`src/rtl/pixel_stream_pkg.sv`:
```
// Shared types and constants for the raster pixel source.
// Geometry defaults match a 640x480 camera-like timing.
package pixel_stream_pkg;

  localparam int PIX_W = 8;
  localparam int CRD_W = 10;

  localparam int DEF_H_ACTIVE = 640;
  localparam int DEF_H_BLANK  = 160;
  localparam int DEF_V_ACTIVE = 480;
  localparam int DEF_V_BLANK  = 45;

  typedef enum logic [1:0] {
    ST_IDLE   = 2'd0,
    ST_ACTIVE = 2'd1,
    ST_HBLANK = 2'd2,
    ST_VBLANK = 2'd3
  } state_e;

  typedef struct packed {
    logic             valid;
    logic             first;
    logic [CRD_W-1:0] x;
    logic [CRD_W-1:0] y;
  } pix_tag_t;

endpackage

```
`src/rtl/pixel_stream_pipe.sv`:
```
// Two-stage delay line aligning pixel tags with RAM read data.
// Coordinates and value hold their last valid contents between runs.
module pixel_stream_pipe
  import pixel_stream_pkg::*;
(
  input  logic             clk,
  input  logic             rst_n,
  input  pix_tag_t         tag_i,
  input  logic [PIX_W-1:0] rd_data,
  output logic [PIX_W-1:0] value,
  output logic [CRD_W-1:0] x,
  output logic [CRD_W-1:0] y,
  output logic             is_val,
  output logic             frame_start
);

  pix_tag_t         s1_d, s1_q;
  pix_tag_t         s2_d, s2_q;
  logic [PIX_W-1:0] value_d, value_q;

  always_comb begin
    s1_d       = tag_i;
    s2_d.valid = s1_q.valid;
    s2_d.first = s1_q.first;
    s2_d.x     = s1_q.valid ? s1_q.x : s2_q.x;
    s2_d.y     = s1_q.valid ? s1_q.y : s2_q.y;
    value_d    = s1_q.valid ? rd_data : value_q;
  end

  always_ff @(posedge clk) begin
    if (!rst_n) begin
      s1_q    <= '0;
      s2_q    <= '0;
      value_q <= '0;
    end else begin
      s1_q    <= s1_d;
      s2_q    <= s2_d;
      value_q <= value_d;
    end
  end

  assign value       = value_q;
  assign x           = s2_q.x;
  assign y           = s2_q.y;
  assign is_val      = s2_q.valid;
  assign frame_start = s2_q.first;

endmodule

```
`src/rtl/pixel_stream_src.sv`:
```
// Raster pixel source: reads frame RAM in raster order and emits
// the pixel stream with horizontal and vertical blanking.
module pixel_stream_src
  import pixel_stream_pkg::*;
#(
  parameter int H_ACTIVE = DEF_H_ACTIVE,
  parameter int H_BLANK  = DEF_H_BLANK,
  parameter int V_ACTIVE = DEF_V_ACTIVE,
  parameter int V_BLANK  = DEF_V_BLANK,
  parameter int ADDR_W   = 19
) (
  input  logic              pclk,
  input  logic              reset,
  input  logic              enable,
  output logic              rd_en,
  output logic [ADDR_W-1:0] rd_addr,
  input  logic [PIX_W-1:0]  rd_data,
  output logic [PIX_W-1:0]  value,
  output logic [CRD_W-1:0]  x,
  output logic [CRD_W-1:0]  y,
  output logic              is_val,
  output logic              frame_start,
  output logic              busy
);

  localparam logic [CRD_W-1:0] HA_END = CRD_W'(H_ACTIVE - 1);
  localparam logic [CRD_W-1:0] HB_END = CRD_W'(H_BLANK - 1);
  localparam logic [CRD_W-1:0] VA_END = CRD_W'(V_ACTIVE - 1);
  localparam logic [CRD_W-1:0] VB_END = CRD_W'(V_BLANK - 1);
  localparam logic [CRD_W-1:0] LN_END = CRD_W'(H_ACTIVE + H_BLANK - 1);

  state_e            state_d, state_q;
  logic [CRD_W-1:0]  hcnt_d, hcnt_q;
  logic [CRD_W-1:0]  vcnt_d, vcnt_q;
  logic [ADDR_W-1:0] addr_d, addr_q;
  logic              eol;
  logic              fend;
  pix_tag_t          tag;

  // VBLANK reuses hcnt as the line timer and vcnt as the blank-line count
  always_comb begin
    state_d = state_q;
    hcnt_d  = hcnt_q;
    vcnt_d  = vcnt_q;
    addr_d  = addr_q;
    eol     = 1'b0;
    fend    = 1'b0;
    unique case (state_q)
      ST_IDLE: begin
        if (enable) begin
          state_d = ST_ACTIVE;
          hcnt_d  = '0;
          vcnt_d  = '0;
          addr_d  = '0;
        end
      end
      ST_ACTIVE: begin
        addr_d = addr_q + ADDR_W'(1);
        if (hcnt_q == HA_END) begin
          hcnt_d = '0;
          if (H_BLANK == 0) eol = 1'b1;
          else state_d = ST_HBLANK;
        end else begin
          hcnt_d = hcnt_q + CRD_W'(1);
        end
      end
      ST_HBLANK: begin
        if (hcnt_q == HB_END) begin
          hcnt_d = '0;
          eol    = 1'b1;
        end else begin
          hcnt_d = hcnt_q + CRD_W'(1);
        end
      end
      ST_VBLANK: begin
        if (hcnt_q == LN_END) begin
          hcnt_d = '0;
          if (vcnt_q == VB_END) fend = 1'b1;
          else vcnt_d = vcnt_q + CRD_W'(1);
        end else begin
          hcnt_d = hcnt_q + CRD_W'(1);
        end
      end
      default: state_d = ST_IDLE;
    endcase

    if (eol) begin
      if (vcnt_q != VA_END) begin
        vcnt_d  = vcnt_q + CRD_W'(1);
        state_d = ST_ACTIVE;
      end else begin
        vcnt_d = '0;
        if (V_BLANK == 0) fend = 1'b1;
        else state_d = ST_VBLANK;
      end
    end

    // frame end goes straight to the next frame's first pixel
    if (fend) begin
      addr_d  = '0;
      hcnt_d  = '0;
      vcnt_d  = '0;
      state_d = enable ? ST_ACTIVE : ST_IDLE;
    end
  end

  always_ff @(posedge pclk) begin
    if (!reset) begin
      state_q <= ST_IDLE;
      hcnt_q  <= '0;
      vcnt_q  <= '0;
      addr_q  <= '0;
    end else begin
      state_q <= state_d;
      hcnt_q  <= hcnt_d;
      vcnt_q  <= vcnt_d;
      addr_q  <= addr_d;
    end
  end

  assign rd_en   = (state_q == ST_ACTIVE);
  assign rd_addr = addr_q;
  assign busy    = (state_q != ST_IDLE);

  always_comb begin
    tag.valid = rd_en;
    tag.first = rd_en && (hcnt_q == '0) && (vcnt_q == '0);
    tag.x     = hcnt_q;
    tag.y     = vcnt_q;
  end

  pixel_stream_pipe u_pipe (
    .clk         (pclk),
    .rst_n       (reset),
    .tag_i       (tag),
    .rd_data     (rd_data),
    .value       (value),
    .x           (x),
    .y           (y),
    .is_val      (is_val),
    .frame_start (frame_start)
  );

endmodule

```
`config.mk`:
```
export PLATFORM = sky130hd
export DESIGN_NAME = pixel_stream_src
export DESIGN_NICKNAME = d
export VERILOG_FILES = /design/src/rtl/pixel_stream_pkg.sv /design/src/rtl/pixel_stream_pipe.sv /design/src/rtl/pixel_stream_src.sv
export SDC_FILE = /design/constraint.sdc
export NUM_CORES = 1
export LEC_CHECK = 0
export ABC_AREA = 1
export CAP_MARGIN = 15
export CORE_ASPECT_RATIO = 1.1
export CORE_MARGIN = 1
export CORE_UTILIZATION = 54
export CTS_CLUSTER_SIZE = 14
export DETAILED_ROUTE_END_ITERATION = 10
export PLACE_DENSITY = 0.78
export SETUP_SLACK_MARGIN = 0.3
export SYNTH_ARGS = -nofsm -noshare
export SYNTH_HDL_FRONTEND = slang
export SYNTH_SLANG_ARGS = --single-unit
export TNS_END_PERCENT = 100
```
`constraint.sdc`:
```
create_clock -name pclk -period 2.1 [get_ports pclk]
set_clock_uncertainty 0.1 [all_clocks]
set_input_delay 0.21 -clock pclk [delete_from_list [all_inputs] [get_ports pclk]]
set_output_delay 0.21 -clock pclk [all_outputs]
set_load 0.02 [all_outputs]
```
==> impl_metrics.py <==
metrics = {
    "finish": {
        "nFillCells": 669,
        "finalNetCount": 724,
        "multi_input_area_mm2": 0.00209,
        "n_antenna_cell": 0,
        "register_area_mm2": 0.00188,
        "drive_gt1_frac": 0.143,
        "syn2layout_area_growth_pct": 26.9,
    },
    "logic_synthesis": {
        "syn_inst": 629,
        "synthTopCellsByArea": "dfxtp_1, nand2_1, nor2_1",
        "ys_ff_latch": 93,
        "synth_edf_count": 0,
        "yosysUniqueCellTypes": 37,
        "yosysMostFrequentCell": "nand2_1",
        "synth_nets": 645,
        "ys_warn_count": 0,
        "async_flop_share": 0,
        "synthFlopType": "dfxtp_1",
        "yosys.area.top_type": "dfxtp_1",
        "yosys.area.top_type_share": 0.434,
        "netlist_top_cells_count": "nand2_1, nor2_1, dfxtp_1",
        "postSynthAreaPerCell_um2": 6.83,
        "synth_area_mm2": 0.00429,
        "seq_area_frac_synth": 0.434,
    },
    "cts": {
        "clkLatencyLatePin_ns": 0.36,
        "cts_sinks": 93,
        "cts_hold_buf": 0,
        "path_clk_slew_ns": 0.09,
        "clk_path_buf_depth": 2,
        "cts_made_buffers": 9,
        "cts_max_level": 3,
        "cts_tree": "yes",
        "cts-root-buf": "clkbuf_8",
    },
    "floorplanning": {
        "die_h_um": 95.5,
        "initial_core_util": 0.565,
        "ios": 62,
        "die_x_um": 87.0,
        "num_rows": 33,
        "core_mm2": 0.00760,
        "die-area_mm2": 0.00831,
    },
    "setup_path": {
        "cp_cell_sequence": "buf_4, ha_2, inv_1, nor2_2, nand2_2, nor2_2, nor2_1, nor2_1, nand2_1, nand2_2, nor2_1",
        "crit_family": "simple AND/OR/NAND/NOR gates",
        "path_buf_inv": 2,
        "crit_path_start_kind": "flop",
        "worst-setup-path-type": "reg -> reg",
        "critPathArrivalTime_ns": 1.94,
        "path_common_cell": "nor2_1",
        "required_ns": 2.26,
        "crit_path_end_kind": "flop",
        "r2r_slack_ns": 0.33,
        "critical_path.max_fanout": 6,
        "slowest_stage": "dfxtp_2",
        "cpPeakStageDelay_ns": 0.36,
    },
    "job": {
        "max_cap_viol_count": 0,
    },
    "pwr": {
        "p_clk_frac": 0.241,
        "ir_drop_v": 0.000505,
        "power_frac_comb": 0.365,
        "switching_power_mw": 1.98,
        "pwr-share-seq": 0.394,
        "swShare": 0.361,
        "p_int_mw": 3.51,
        "p_per_area_mw_per_mm2": 1010,
        "leakage_nw": 2.43,
    },
    "timing": {
        "maxSlewHeadroom": 0.690,
        "final.setup.tns_ns": 0,
        "drv_slew": 0,
        "rsz0062_at_grt": "true",
        "period_share": 0.845,
        "fmax_ghz": 0.563,
        "post-route-min-period_ns": 1.77,
        "timing.final.hold_violations": 0,
        "final-setup-viol-count": 0,
        "setup_slack_ns": 0.325,
        "tightest_slew_ns": 0.464,
    },
    "routing": {
        "ant_nets": 0,
        "drtIter0Drc": 174,
        "dr.pass1.iters": 5,
        "wl_um": 10100,
        "viasPerCell": 5.05,
        "post-route-drc-count": 0,
        "num_vias": 4126,
        "wl_per_cell_um": 12.4,
    },
    "status": {
        "status": "completed",
    },
    "placed_design": {
        "hpwl_um": 6930,
        "dp_worst_setup_slack_ns": 0.231,
        "gp_congestion": 0.881,
        "portBuffers": 61,
    },
    "grt": {
        "grt_pass1_vias": 3627,
        "grt_pass1_wl_um": 16200,
        "grt_max_degree": 49,
        "antenna_found_initial": 0,
        "grtUsageTotal": 0.250,
        "overflow": 0,
    },
    "min_path": {
        "hold_path_class": "reg -> reg",
    },
}
==> path summary, 6_finish.rpt <==
check,depth (start not counted),end,start
worst max register to register,11,vcnt_q[6]$_SDFFE_PP0P_,vcnt_q[0]$_SDFFE_PP0P_
worst max-delay path,11,vcnt_q[6]$_SDFFE_PP0P_,vcnt_q[0]$_SDFFE_PP0P_
worst min register to register,2,u_pipe.frame_start$_SDFF_PN0_,u_pipe.s1_q[20]$_SDFF_PN0_
worst min-delay path,2,u_pipe.frame_start$_SDFF_PN0_,u_pipe.s1_q[20]$_SDFF_PN0_
==> power by group through the flow <==
stage | clock network (mW) | registers [mW] | logic [mW]
2_1_floorplan | 0 | 2.33 | 0.958
3_3_place_gp | 0 | 2.16 | 1.74
3_5_place_dp | 0 | 2.17 | 1.78
4_1_cts | 1.35 | 2.13 | 1.82
5_1_grt | 1.43 | 2.19 | 2.19
6_report | 1.32 | 2.16 | 2.00
==> routing by layer <==
metal  share of wire  track usage  routed length [um]
met1            0.42        0.296                4300
met4           0.018       0.0875                 178
met3           0.062       0.0537                 624
met5               0            0                   0
met2            0.50        0.443                5030
==> cells in the final DEF, fill, tap and decap left out, types with 2 or more instances in the layout <==
cell             instances
nand2_4                  3
nand3b_1                 4
clkbuf_8                 9
inv_4                    3
dfxtp_1                 85
nand3_2                  2
nand3_1                 29
nor2_4                   4
nand2_2                 10
nor2_1                 117
nor3_1                   7
bufinv_16                2
o21ai_2                  3
nand2_1                149
ha_4                     2
nor2_2                   8
buf_4                   26
dfxtp_4                  3
o21ai_0                 37
o21bai_1                 4
ha_2                     2
inv_2                    8
dfxtp_2                  5
nand4_1                 13
dlymetal6s2s_1           4
clkdlybuf4s50_1         55
inv_1                   67
a21oi_2                  4
a21oi_1                 27
==> state kept, by name (all words and copies together), names as in the netlist <==
name and cells:
u_pipe.s1_q 22, rd_addr 19, hcnt_q 10, u_pipe.x 10
u_pipe.y 10, vcnt_q 10, u_pipe.value 8, state_q 2
u_pipe.frame_start 1, u_pipe.is_val 1
==> logic make-up (layout without fill, tap and decap cells) <==
| group | count (synthesis) | after routing | synth area share |
|---|---|---|---|
| AND/OR/NAND/NOR | 350 | 351 | 0.349 |
| buffers and inverters | 100 | 182 | 0.0962 |
| flip-flops | 93 | 93 | 0.434 |
| AO/OA/AOI/OAI | 80 | 80 | 0.104 |
| adder cells (fa/ha/maj) | 5 | 5 | 0.0146 |
| XOR/XNOR | 1 | 1 | 0.00204 |
==> cell type report <==
cell class / count / share of cell area
clock buffer: 9 / 0.0227
clock inverter: 6 / 0.0177
inverter: 79 / 0.0558
multi-input combinational: 437 / 0.384
sequential: 93 / 0.345
tap: 105 / 0.0241
timing repair buffer: 88 / 0.151
==> worst reg2reg max path, delay by kind of cell (launching register included) <==
family                     cells  cell delay [ns]
buffers and inverters          2             0.20
and+or+nand+nor                8             0.83
adders and majority gates      1             0.19
DFF                            1             0.36
==> repair_timing <==
action	in CTS	in global routing
buffers inserted	3	8
gates cloned	0	1
gates resized for setup	8	38
pin swaps	2	15
setup endpoints to repair	25	46
==> metrics by stage <==
| step | util | hold WS [ns] | cells | instance area [um2] | power [mW] |
|---|---|---|---|---|---|
| floorplan | - | 0.245 | 629 | 4290 | 3.29 |
| global placement | 0.663 | 0.300 | 790 | 5040 | 3.90 |
| detailed placement | 0.663 | 0.301 | 790 | 5040 | 3.95 |
| CTS | 0.697 | 0.315 | 808 | 5290 | 5.30 |
| global route | 0.717 | 0.329 | 817 | 5450 | 5.81 |
| finish | 0.717 | 0.319 | 817 | 5450 | 5.49 |
(Power assumes the default switching activity.)
